`src/rtl/i2s_codec_bridge_pkg.sv`:
```
// Shared defaults, slot encoding and parameter helpers for the I2S codec bridge.
// Imported by the clock generator and the bridge top.
package i2s_codec_bridge_pkg;

    localparam int DEFAULT_DATA_WIDTH = 16;
    localparam int DEFAULT_SLOT_WIDTH = 32;
    localparam int DEFAULT_BCLK_DIV   = 4;

    typedef enum logic {
        SLOT_LEFT  = 1'b0,
        SLOT_RIGHT = 1'b1
    } slot_t;

    // Counter width that never collapses to zero bits for a divide-by-one.
    function automatic int width_of(input int n);
        return (n <= 1) ? 1 : $clog2(n);
    endfunction

    function automatic bit params_legal(input int dw, input int sw, input int div);
        return (dw >= 2) && (dw <= sw - 1) && (div >= 1);
    endfunction

endpackage

```
`src/rtl/i2s_clock_gen.sv`:
```
// Master-mode I2S timing: divides clk into bclk, tracks the frame bit counter
// and produces registered rise/fall strobes aligned with the bclk edges.
module i2s_clock_gen
    import i2s_codec_bridge_pkg::*;
#(
    parameter int bclk_div   = DEFAULT_BCLK_DIV,
    parameter int slot_width = DEFAULT_SLOT_WIDTH
) (
    input  logic                            clk,
    input  logic                            reset,
    output logic                            bclk,
    output logic                            lrclk,
    output logic                            rise,
    output logic                            fall,
    output logic [$clog2(2*slot_width)-1:0] k
);

    localparam int FRAME_LEN = 2 * slot_width;
    localparam int K_W       = $clog2(FRAME_LEN);
    localparam int DIV_W     = width_of(bclk_div);
    localparam logic [DIV_W-1:0] DIV_LAST = DIV_W'(bclk_div - 1);
    localparam logic [K_W-1:0]   K_LAST   = K_W'(FRAME_LEN - 1);
    localparam logic [K_W-1:0]   SLOT_K   = K_W'(slot_width);

    logic [DIV_W-1:0] div_reg;
    logic [K_W-1:0]   k_reg;
    logic [K_W-1:0]   k_next;
    logic             bclk_reg;
    logic             lrclk_reg;
    logic             rise_reg;
    logic             fall_reg;
    logic             started_reg;

    // The very first falling edge after reset opens period 0 rather than advancing.
    always_comb begin
        k_next = k_reg + K_W'(1);
        if (!started_reg || (k_reg == K_LAST)) begin
            k_next = '0;
        end
    end

    always_ff @(posedge clk) begin
        if (reset) begin
            div_reg     <= '0;
            k_reg       <= '0;
            bclk_reg    <= 1'b0;
            lrclk_reg   <= 1'b0;
            rise_reg    <= 1'b0;
            fall_reg    <= 1'b0;
            started_reg <= 1'b0;
        end else begin
            rise_reg <= 1'b0;
            fall_reg <= 1'b0;
            if (div_reg == DIV_LAST) begin
                div_reg  <= '0;
                bclk_reg <= !bclk_reg;
                if (bclk_reg) begin
                    fall_reg    <= 1'b1;
                    started_reg <= 1'b1;
                    k_reg       <= k_next;
                    lrclk_reg   <= (k_next >= SLOT_K);
                end else begin
                    rise_reg <= 1'b1;
                end
            end else begin
                div_reg <= div_reg + DIV_W'(1);
            end
        end
    end

    assign bclk  = bclk_reg;
    assign lrclk = lrclk_reg;
    assign rise  = rise_reg;
    assign fall  = fall_reg;
    assign k     = k_reg;

endmodule

```
`src/rtl/i2s_codec_bridge.sv`:
```
// I2S master bridge between the audio codec and the DSP engine: left-channel
// ADC deserialiser, engine output capture, DAC serialiser and overrun/underrun flags.
module i2s_codec_bridge
    import i2s_codec_bridge_pkg::*;
#(
    parameter int data_width = DEFAULT_DATA_WIDTH,
    parameter int slot_width = DEFAULT_SLOT_WIDTH,
    parameter int bclk_div   = DEFAULT_BCLK_DIV
) (
    input  logic                  clk,
    input  logic                  reset,
    output logic                  bclk,
    output logic                  lrclk,
    input  logic                  adc_data,
    output logic                  dac_data,
    output logic [data_width-1:0] in_sample,
    output logic                  sample_valid,
    input  logic [data_width-1:0] out_sample,
    input  logic                  out_ready,
    output logic                  rx_overrun,
    output logic                  tx_underrun
);

    localparam int K_W = $clog2(2 * slot_width);
    localparam logic [K_W-1:0] SLOT_K = K_W'(slot_width);
    localparam logic [K_W-1:0] DATA_K = K_W'(data_width);

    if (!params_legal(data_width, slot_width, bclk_div)) begin : g_bad_params
        $error("i2s_codec_bridge: need 2 <= data_width <= slot_width-1 and bclk_div >= 1");
    end

    logic           rise;
    logic           fall;
    logic [K_W-1:0] k;
    logic [K_W-1:0] p;

    i2s_clock_gen #(
        .bclk_div   (bclk_div),
        .slot_width (slot_width)
    ) u_clock_gen (
        .clk   (clk),
        .reset (reset),
        .bclk  (bclk),
        .lrclk (lrclk),
        .rise  (rise),
        .fall  (fall),
        .k     (k)
    );

    assign p = (k >= SLOT_K) ? (k - SLOT_K) : k;

    logic rx_bit;
    logic rx_last;
    logic tx_bit;
    logic frame_start;
    logic capture;

    assign rx_bit      = rise && (lrclk == SLOT_LEFT) && (p != '0) && (p <= DATA_K);
    assign rx_last     = rx_bit && (p == DATA_K);
    assign tx_bit      = fall && (p != '0) && (p <= DATA_K);
    assign frame_start = fall && (k == '0);

    logic [data_width-1:0] rx_shift_reg;
    logic [data_width-1:0] rx_shift_next;
    logic [data_width-1:0] in_sample_reg;
    logic                  sample_valid_reg;
    logic                  rx_overrun_reg;
    logic [data_width-1:0] hold_reg;
    logic                  fresh_reg;
    logic                  ready_prev_reg;
    logic [data_width-1:0] tx_shift_reg;
    logic [data_width-1:0] tx_rot_next;
    logic                  dac_data_reg;
    logic                  tx_underrun_reg;

    assign capture       = out_ready && !ready_prev_reg;
    assign rx_shift_next = {rx_shift_reg[data_width-2:0], adc_data};

    // Rotate rather than shift so the same word comes back out for the right slot.
    for (genvar gi = 0; gi < data_width; gi++) begin : g_tx_rot
        assign tx_rot_next[gi] = tx_shift_reg[(gi + data_width - 1) % data_width];
    end

    always_ff @(posedge clk) begin
        if (reset) begin
            rx_shift_reg     <= '0;
            in_sample_reg    <= '0;
            sample_valid_reg <= 1'b0;
            rx_overrun_reg   <= 1'b0;
            hold_reg         <= '0;
            fresh_reg        <= 1'b0;
            ready_prev_reg   <= 1'b1;
            tx_shift_reg     <= '0;
            dac_data_reg     <= 1'b0;
            tx_underrun_reg  <= 1'b0;
        end else begin
            ready_prev_reg   <= out_ready;
            sample_valid_reg <= 1'b0;
            rx_overrun_reg   <= 1'b0;
            tx_underrun_reg  <= 1'b0;

            if (rx_bit) begin
                rx_shift_reg <= rx_shift_next;
            end
            if (rx_last) begin
                in_sample_reg    <= rx_shift_next;
                sample_valid_reg <= 1'b1;
                rx_overrun_reg   <= !out_ready;
            end

            if (capture) begin
                hold_reg <= out_sample;
            end

            // A capture landing on the frame boundary is kept fresh for the following frame.
            if (frame_start) begin
                tx_shift_reg    <= hold_reg;
                tx_underrun_reg <= !fresh_reg;
                fresh_reg       <= capture;
            end else begin
                if (capture) begin
                    fresh_reg <= 1'b1;
                end
                if (tx_bit) begin
                    tx_shift_reg <= tx_rot_next;
                end
            end

            if (fall) begin
                dac_data_reg <= tx_bit ? tx_shift_reg[data_width-1] : 1'b0;
            end
        end
    end

    assign in_sample    = in_sample_reg;
    assign sample_valid = sample_valid_reg;
    assign rx_overrun   = rx_overrun_reg;
    assign dac_data     = dac_data_reg;
    assign tx_underrun  = tx_underrun_reg;

endmodule

```
`config.mk`:
```
export PLATFORM = sky130hd
export DESIGN_NAME = i2s_codec_bridge
export DESIGN_NICKNAME = d
export VERILOG_FILES = /design/src/rtl/i2s_codec_bridge_pkg.sv /design/src/rtl/i2s_clock_gen.sv /design/src/rtl/i2s_codec_bridge.sv
export SDC_FILE = /design/constraint.sdc
export NUM_CORES = 1
export LEC_CHECK = 0
export CAP_MARGIN = 20
export CELL_PAD_IN_SITES_DETAIL_PLACEMENT = 0
export CELL_PAD_IN_SITES_GLOBAL_PLACEMENT = 1
export CORE_MARGIN = 8
export CORE_UTILIZATION = 44
export DETAILED_ROUTE_END_ITERATION = 8
export GPL_ROUTABILITY_DRIVEN = 1
export HOLD_SLACK_MARGIN = 0.06
export PLACE_DENSITY_LB_ADDON = 0.05
export SLEW_MARGIN = 30
export SYNTH_ARGS = -nofsm -noshare
export SYNTH_HDL_FRONTEND = slang
export SYNTH_HIERARCHICAL = 1
export SYNTH_SLANG_ARGS = --single-unit
```
`constraint.sdc`:
```
create_clock -name clk -period 6 [get_ports clk]
set_input_delay 0.9 -clock clk [delete_from_list [all_inputs] [get_ports clk]]
set_output_delay 0.9 -clock clk [all_outputs]
set_load 0.005 [all_outputs]
```
==> results.txt <==
total clock buffers created by CTS - 9
Clock Tree Root - clkbuf_8
maxcap violations - 0
Max Clk Rate - 423 MHz
leakage power - 1.33 nW
Core ar. - 0.00683 sq mm
Seq/Total Area, Yosys - 52.0%
worst r2r src - u_clock_gen/k[3]
Final HPWL DP - 4.00 mm
GRT overflow - 0
CP top delay family - simple AND/OR/NAND/NOR gates
Max-slew headroom - 39.1%
final period utilization - 39.4%
clock transition at the registers of the reported paths - 0.08 ns
minimum clock period - 2.37 ns
Yosys warning count - 6
Post-Syn Area - 0.00312 sq mm
Layout Utilization - 54.9%
TritonCTS clock tree - built
dpl cell area - 0.00354 sq mm
fin area - 0.00375 sq mm
Compound-Gate Fraction of Synth Area - 13.4%
initial core utilization - 45.6%
adder-cell area share of the yosys netlist - 0.803%
share of the synthesized area in the top cell type - 52.0%
RSZ-0062 raised after global routing - false
cell count after synthesis - 333
largest net degree at the start of global routing - 70
Setup violations, final - 0
number of synthesized flops with an enable pin - 0
clk_lat worst skew - 0.34 ns
final wirelength - 6.23 mm
crit-path max FO - 17
largest family of logic cells by synthesized area - simple AND/OR/NAND/NOR gates
first-pass GRT wire length - 10.9 mm
r2r worst-path depth - 4
maximum vdd drop - 0.150 mV
number of global-route vias before repair - 2336
P&R area growth vs syn - 20.2%
largest cells by area after synthesis - dfxtp_1 (52%), mux2i_1 (9.3%), nand2_1 (8.6%), a21oi_1 (6.1%), o2bb2ai_1 (4.2%)
Reg area - 0.00162 sq mm
PwrDens - 268 mW/mm^2
FF-to-FF setup slack - 3.63 ns
WP buf/inv - 0
multiplexer area fraction after synthesis - 9.31%
Primary FF master, synth - dfxtp_1
Synth area leader - dfxtp_1
outcome - finished clean
worst-case clock buffer depth - 2
row count - 30
syn_nets - 355
via count - 2283
final hold viol count - 0
max-slew violation count - 0
Worst EP required - 6.22 ns
async set-reset flop share out of synthesis - 0%
Post CTS Setup Buffer Count - 0
most common cell after layout, fill and taps aside - dfxtp_1
Synth cell types - 41
gp weighted congestion - 0.768
DR iter-0 viols - 88
synthesized flop and latch total - 81
Worst Path Arrival - 2.58 ns
Fillers - 677
Worst Hold Path EP - u_clock_gen/div_reg[0]
xor/xnor share of the synthesized area - 0.562%
Slew @ Worst Pin - 0.913 ns
Crit. Startpoint - u_clock_gen/k[3]
Port Buffers - 41
Vias/cell - 4.93
NumNets Final - 384
Mean Syn Cell Area - 9.36 sq um
Startpoint Class - flip-flop
wire length per cell - 13.4 um
worst hold path type - flip-flop to flip-flop
simple-gate share of the synthesized area - 20.1%
slowest cell delay on critical path - 0.91 ns
I/O Pins - 42
Multi-input gate area - 0.00138 sq mm
H-tree level count - 3
worst path cell trace - or4_4, or4b_1, mux2i_1, o2bb2ai_1
die footprint - 0.0100 sq mm
Post-CTS Hold Buffers - 0
Pre-Repair DR Iteration Count - 4
kind of critical path - flip-flop to flip-flop
Die Y-Extent - 100 um
Hold Crit Depth - 1
die width - 100 um
initial antenna violation count - 0
Critical-path top delay cell - or4b_1
share of layout cells above drive strength 1 - 6.27%
CP Capture Type - flip-flop
GRT Overall Usage - 13.4%
R2R Path End - tx_shift_reg[3]
Residual DRC - 0
setup TNS - 0 ns
Clock Sinks - 81
most frequent cells in the layout - dfxtp_1 (81), nand2_1 (71), clkdlybuf4s50_1 (40), a21oi_1 (38), mux2i_1 (29)
clock skew - 0.00539 ns
post-CTS resize count - 0
final antenna-violating net count - 0
diode count - 0
worst hold start - u_clock_gen/div_reg[0]
layout make-up:
type                            count  area share [%]
Clock buffer                       13            3.71
Clock inverter                      3            1.74
Multi-Input combinational cell    227            36.9
Sequential cell                    81            43.3
Tap cell                           96            3.21
Timing Repair Buffer               43            11.2
worst register-to-register path, cell delays in order, from the launching register on:
cell,delay (ns)
dfxtp_1,0.37
or4_4,0.56
or4b_1,0.91
mux2i_1,0.31
o2bb2ai_1,0.10
through the flow:
| step | instances | hold WS, ns | total power [W] | setup WS, ns |
|---|---|---|---|---|
| final | 463 | 0.425 | 0.00100 | 3.63 |
| after detailed placement | 447 | 0.416 | 0.000600 | 3.63 |
| after global placement | 447 | 0.407 | 0.000600 | 3.51 |
| after CTS | 463 | 0.427 | 0.00102 | 3.62 |
| after floorplan | 333 | 0.402 | 0.000581 | 4.02 |
| after global routing | 463 | 0.431 | 0.00105 | 3.50 |
kinds of logic after synthesis:
kind of cell	after synthesis
adder cells (fa/ha/maj)	2
flip-flops	81
AND/OR/NAND/NOR	127
buffers and inverters	25
AO/OA/AOI/OAI	67
multiplexers	29
XOR/XNOR	2
cells in the mapped netlist (2+ instances only):
library cell	n
buf_6	2
buf_2	3
mux2i_1	29
o21ai_0	6
nor2b_1	4
nor3b_1	2
ha_1	2
a21oi_1	38
or4_4	2
clkbuf_1	19
dfxtp_1	81
nand2b_1	19
o2bb2ai_1	15
nand2_1	71
nand3_1	5
nor3_1	2
xnor2_1	2
nor2_1	7
and2_1	2
metal layers:
metal  part of all wire [%]  up-vias  global-route usage [%]
met1                     47     1037                    15.2
met3                    5.4        7                    5.61
li1                       -     1206                       -
met5                      0        -                       0
met4                    1.1        0                    4.53
met2                     46       33                    22.2
power by group:
group | switching, W | leakage, nW | internal (W)
Combinational | 0.0000184 | 0.573 | 0.0000201
Clock | 0.000183 | 0.102 | 0.000235
Sequential | 0.00000417 | 0.654 | 0.000544
Total | 0.000205 | 1.33 | 0.000799
worst max path at each step:
stage	end	slack, ns	cells after the start
after CTS	tx_shift_reg[3]	3.62	4
after detailed placement	tx_shift_reg[5]	3.63	4
after global routing	tx_shift_reg[15]	3.50	4
final	tx_shift_reg[3]	3.63	4
after global placement	tx_shift_reg[10]	3.51	4
after floorplan	tx_shift_reg[10]	4.02	6
Power figures use the tool's default switching activity.
